===== src/rtl/demux_sched_pkg.sv =====
// demux_sched_pkg: shared types and constants for the 8-lane demux scheduler.
// Holds the FSM state enum, lane count, select width and statistics width.
package demux_sched_pkg;

   typedef enum logic [1:0] {
      IDLE = 2'd0,
      SEEK = 2'd1,
      XFER = 2'd2
   } state_e;

   localparam int NLANE = 8;
   localparam int SELW  = 3;
   localparam int STATW = 16;

endpackage


===== src/rtl/demux_8_scheduler_pick.sv =====
// rr_lane_pick: combinational round-robin lane picker.
// Ports: lane_en_i (eligible lanes), cur_i (current lane),
//        nxt_o (first enabled lane after cur_i, wrapping), any_o (|lane_en_i).
module rr_lane_pick
   import demux_sched_pkg::*;
(
   input  logic [NLANE-1:0] lane_en_i,
   input  logic [SELW-1:0]  cur_i,
   output logic [SELW-1:0]  nxt_o,
   output logic             any_o
);

   logic [SELW-1:0] idx;

   // Scan from the farthest candidate (cur itself) toward cur+1 so that
   // the last hit, i.e. the nearest lane after cur, wins.
   always_comb begin
      nxt_o = cur_i;
      any_o = |lane_en_i;
      idx   = cur_i;
      for (int i = NLANE; i >= 1; i--) begin
         idx = cur_i + SELW'(i);
         if (lane_en_i[idx]) begin
            nxt_o = idx;
         end
      end
   end

endmodule


===== src/rtl/demux_8_scheduler.sv =====
// demux_8_scheduler: round-robin scheduler sequencing a 1-to-8 demux.
// Ports: clk, rst (sync, active-high); in_valid/in_ready/in_data upstream;
//        lane_en, out_ready per lane; out_valid (one-hot), out_data, sel,
//        demux_en, busy. Optional DEMUX_SCHED_STATS_EN adds stat_sel and
//        stat_count (per-lane delivered-item counters, combinational read).
module demux_8_scheduler
   import demux_sched_pkg::*;
#(
   parameter int W     = 1,
   parameter int BURST = 4
) (
   input  logic             clk,
   input  logic             rst,
   input  logic             in_valid,
   output logic             in_ready,
   input  logic [W-1:0]     in_data,
   input  logic [NLANE-1:0] lane_en,
   input  logic [NLANE-1:0] out_ready,
   output logic [NLANE-1:0] out_valid,
   output logic [W-1:0]     out_data,
   output logic [SELW-1:0]  sel,
   output logic             demux_en,
`ifdef DEMUX_SCHED_STATS_EN
   input  logic [SELW-1:0]  stat_sel,
   output logic [STATW-1:0] stat_count,
`endif
   output logic             busy
);

   localparam int BW = (BURST > 1) ? $clog2(BURST) : 1;
   localparam logic [BW-1:0] LAST = BW'(BURST - 1);

   state_e          state_q;
   logic [SELW-1:0] cur_q;
   logic [BW-1:0]   burst_cnt_q;
   logic            hold_valid_q;
   logic [W-1:0]    hold_data_q;

   logic [SELW-1:0] nxt;
   logic            any_en;
   logic            presenting;
   logic            drain;
   logic            accept;

   rr_lane_pick u_pick (
      .lane_en_i (lane_en),
      .cur_i     (cur_q),
      .nxt_o     (nxt),
      .any_o     (any_en)
   );

   assign presenting = (state_q == XFER) && hold_valid_q && lane_en[cur_q];
   assign drain      = presenting && out_ready[cur_q];
   // Nothing is accepted while reset is asserted; it would be discarded.
   assign in_ready   = !rst && (!hold_valid_q || drain);
   assign accept     = in_valid && in_ready;

   always_comb begin
      out_valid        = '0;
      out_valid[cur_q] = presenting;
   end

   assign out_data = hold_data_q;
   assign sel      = cur_q;
   assign demux_en = presenting;
   assign busy     = (state_q != IDLE) || hold_valid_q;

   always_ff @(posedge clk) begin
      if (rst) begin
         state_q      <= IDLE;
         cur_q        <= SELW'(NLANE - 1);
         burst_cnt_q  <= '0;
         hold_valid_q <= 1'b0;
         hold_data_q  <= '0;
      end else begin
         // Accept wins over drain so back-to-back items need no bubble.
         if (accept) begin
            hold_valid_q <= 1'b1;
            hold_data_q  <= in_data;
         end else if (drain) begin
            hold_valid_q <= 1'b0;
         end

         unique case (state_q)
            IDLE: begin
               if (any_en) state_q <= SEEK;
            end
            SEEK: begin
               if (any_en) begin
                  cur_q       <= nxt;
                  burst_cnt_q <= '0;
                  state_q     <= XFER;
               end else begin
                  state_q <= IDLE;
               end
            end
            XFER: begin
               if (drain) begin
                  burst_cnt_q <= burst_cnt_q + BW'(1);
                  if (burst_cnt_q == LAST) state_q <= SEEK;
               end else if (!lane_en[cur_q]) begin
                  // Lane dropped out: keep the item for the next lane.
                  state_q <= SEEK;
               end
            end
            default: state_q <= IDLE;
         endcase
      end
   end

`ifdef DEMUX_SCHED_STATS_EN
   logic [STATW-1:0] stat_q [NLANE];

   always_ff @(posedge clk) begin
      if (rst) begin
         for (int i = 0; i < NLANE; i++) stat_q[i] <= '0;
      end else if (drain) begin
         stat_q[cur_q] <= stat_q[cur_q] + STATW'(1);
      end
   end

   assign stat_count = stat_q[stat_sel];
`endif

endmodule


===== config.mk =====
export PLATFORM = sky130hd
export DESIGN_NAME = demux_8_scheduler
export DESIGN_NICKNAME = d
export VERILOG_FILES = /design/src/rtl/demux_sched_pkg.sv /design/src/rtl/demux_8_scheduler_pick.sv /design/src/rtl/demux_8_scheduler.sv
export SDC_FILE = /design/constraint.sdc
export NUM_CORES = 1
export LEC_CHECK = 0
export ABC_CLOCK_PERIOD_IN_PS = 2550
export CORE_MARGIN = 4
export CORE_UTILIZATION = 44
export CTS_CLUSTER_SIZE = 14
export DETAILED_ROUTE_END_ITERATION = 8
export GPL_TIMING_DRIVEN = 0
export PLACE_DENSITY = 0.81
export SLEW_MARGIN = 20
export SYNTH_ARGS = -nofsm -noshare
export SYNTH_HDL_FRONTEND = slang
export SYNTH_SLANG_ARGS = --single-unit

===== constraint.sdc =====
create_clock -name clk -period 2.55 [get_ports clk]
set_input_delay 0.51 -clock clk [delete_from_list [all_inputs] [get_ports clk]]
set_output_delay 0.51 -clock clk [all_outputs]
set_load 0.03 [all_outputs]

==> results.py <==
metrics = {
    "run_status": {
        "status": "finished clean",
    },
    "clocking": {
        "hold_buffers": 0,
        "clk_latency_ns": 0.26,
        "numClockSinks": 9,
        "numCtsBuffers": 3,
        "clk_path_buf_depth": 2,
        "htree_levels": 1,
        "clk_pin_slew_ns": 0.06,
        "root_buffer": "clkbuf_4",
        "tritoncts": "done",
    },
    "timing": {
        "rsz0062_at_grt": "true",
        "slew_viol_final": 0,
        "hold_viol_final": 0,
        "fin_crit_ns": 2.50,
        "finalCritPeriodShare_pct": 98.2,
        "maxSlewHeadroom_pct": 67.2,
        "worstMarginPinSlew_ns": 0.493,
        "fmax_mhz": 399,
        "setup_violations": 0,
        "skew_ns": 0.00113,
    },
    "place": {
        "dp_hpwl_mm": 2.74,
        "place_congestion": 0.935,
        "placedInstanceArea_sq_um": 1670,
        "portBuffers": 34,
    },
    "synthesis": {
        "synth_area_sq_um": 1250,
        "ys_ff_latch": 9,
        "synth_cells": 129,
        "yosysWarnings": 0,
        "async_flop_share_pct": 0,
        "syn-mean-instance-area_sq_um": 9.72,
        "synth.distinct_cells": 44,
        "synth_nets": 156,
        "synth_flop_cell": "dfxtp_1",
        "ys_seq_area_share_pct": 14.4,
        "synth_edf_count": 0,
    },
    "global_routing": {
        "grt_pass1_wl_mm": 6.13,
        "gr-total-overflow": 0,
        "grt_antenna_before_repair": 0,
        "first_global_vias": 1329,
        "grt_max_degree": 11,
        "grt_usage_pct": 21.7,
    },
    "critical_path": {
        "arrival_ns": 1.99,
        "critPathLaunchType": "primary input",
        "cp_cell_sequence": "clkdlybuf4s50_1, mux4_2, mux2i_4, o31ai_4, and2_4, buf_6",
        "path_buf_inv": 2,
        "crit_path_max_incr_delay_ns": 0.48,
        "path_delay_family": "multiplexers",
        "worstPathRequired_ns": 2.04,
        "crit_path_top_delay_cell": "mux4_2",
        "path_class": "in2out",
        "cp-end-kind": "output port",
        "crit_fanout": 2,
    },
    "routing": {
        "wl_per_cell_microns": 18.8,
        "drt_pass1_iterations": 4,
        "routed_via_density": 6.12,
        "route.met3.wl_microns": 329,
        "routed_wl_mm": 4.09,
        "drc": 0,
        "routed.top_layer": "met4",
        "route.vias.total": 1327,
        "wl_met1_mm": 1.58,
        "drt_iter0_markers": 49,
        "wl_met2_mm": 2.14,
        "antenna_left": 0,
    },
    "cells_and_area": {
        "fin_area_sq_um": 1960,
        "drive_above_1_share_pct": 46.2,
        "syn2layout_area_growth_pct": 56.0,
        "fin_nets": 214,
        "n_antenna_cell": 0,
        "nFillCells": 192,
        "ff_latch_area_sq_um": 189,
        "multi_input_area_sq_um": 1150,
        "final_util_pct": 71.5,
    },
    "floorplan": {
        "coreArea_sq_um": 2730,
        "fp-row-count": 19,
        "die_h_microns": 61.4,
        "fp.dieW_microns": 61.4,
        "num_io_pins": 35,
        "die-area_sq_um": 3770,
        "start_util_pct": 45.9,
    },
    "hold_path": {
        "hp-class": "reg2reg",
    },
    "power_and_ir_drop": {
        "pwr-share-clk_pct": 4.2,
        "pwr-share-seq_pct": 8.6,
        "sw_frac_of_total_pct": 46.7,
        "p_leak_uw": 0.000799,
        "p_int_uw": 1460,
        "p_sw_uw": 1280,
        "power_density_nw_per_um2": 1400,
        "p_comb_share_pct": 87.2,
        "max-vdd-ir-drop_v": 0.00105,
    },
    "flow_run": {
        "maxCapViolations": 0,
    },
}
[cell usage in the layout (no fill, tap or decap), types with 4 or more instances in the layout]
cell type and n:
and3_1 7, buf_2 9, nand2_1 9, clkdlybuf4s50_1 16, mux2i_4 4, buf_4 21
inv_1 5, dfxtp_1 6, nor2_1 6, o21ai_0 5, ha_1 5, buf_6 7
mux4_2 15, a21oi_1 12
[per-layer routing]
metal,track usage [%],up-vias
li1,-,618
met3,2.94,5
met5,0,-
met4,9.09,0
met2,39.1,63
met1,25.7,641
[cells by family after synthesis]
| kind of cell | share of synthesized area [%] |
|---|---|
| DFF | 14.4 |
| xor gates and xnor gates | 1.40 |
| muxes | 35.0 |
| buffers and inverters | 5.39 |
| AOI/OAI and AO/OA | 18.1 |
| adders and majority gates | 6.99 |
| and+or+nand+nor | 18.8 |
[power groups by stage]
| stage | combinational, uW | clock, uW | sequential [uW] |
|---|---|---|---|
| after floorplan | 1340 | 0 | 272 |
| after global placement | 1660 | 0 | 233 |
| after detailed placement | 1730 | 0 | 234 |
| after CTS | 2110 | 114 | 228 |
| after global routing | 2560 | 123 | 243 |
| final | 2390 | 114 | 236 |
[area by class of cell]
class | instances | share of cell area, %
flip-flops and latches | 9 | 9.66
multi-input cells | 107 | 58.7
repair buffers | 53 | 23.0
inverters | 8 | 2.11
plain buffers | 5 | 3.13
clock buffers | 4 | 1.34
well taps | 31 | 1.98
[metrics by stage]
step	std cells	setup TNS [ns]	worst slack, ns	hold WS (ns)	power [uW]
2_1_floorplan	129	0	0.00466	0.436	1610
3_3_place_gp	194	-7.88	-0.819	0.442	1900
3_5_place_dp	194	-8.98	-0.858	0.454	1970
4_1_cts	209	0	0.000621	0.463	2450
5_1_grt	217	-0.0985	-0.0270	0.482	2930
6_report	217	0	0.0453	0.468	2740
[synth_stat cells (all sizes together), types with 2 or more instances]
library cell | n | area (sq um)
a211oi | 2 | 15.0
a21boi | 2 | 18.8
a21oi | 12 | 60.1
a31oi | 2 | 18.8
and2 | 2 | 12.5
and3 | 8 | 50.1
buf | 5 | 33.8
dfxtp | 9 | 180
ha | 7 | 87.6
inv | 7 | 26.3
mux2 | 3 | 37.5
mux2i | 6 | 63.8
mux4 | 15 | 338
nand2 | 9 | 33.8
nand2b | 2 | 12.5
nand3 | 2 | 10.0
nand3b | 2 | 15.0
nor2 | 6 | 22.5
nor3b | 2 | 37.5
nor4 | 2 | 12.5
o21ai | 6 | 30.0
o31ai | 2 | 15.0
or3 | 2 | 12.5
[tightest hold or removal path, cell delays in order (launching register included)]
cell	delay [ns]
dfxtp_1	0.31
nand2_1	0.06
a21oi_1	0.06
[repair_timing]
item / in CTS / in global routing
setup endpoints to repair: 13 / 13
pin swaps: 1 / 15
gates resized for setup: 98 / 32
endpoints found under the hold margin: 0 / 0
cloned: 1 / 1
buffers inserted: 11 / 7
[registers in the layout, summed over array words and instances, names as in the netlist]
name	cells
state_q	2
hold_valid_q	1
out_data	1
sel	3
burst_cnt_q	2
[final timing paths]
kind / start / end / slack, ns / depth (start not counted)
max: out_ready[4] / in_ready / 0.05 / 6
min: out_data$_SDFFE_PP0P_ / out_data$_SDFFE_PP0P_ / 0.47 / 2
max reg2reg: sel[1]$_SDFFE_PP1P_ / sel[2]$_SDFFE_PP1P_ / 0.06 / 10
min reg2reg: out_data$_SDFFE_PP0P_ / out_data$_SDFFE_PP0P_ / 0.47 / 2
Power figures use the tool's default switching activity.
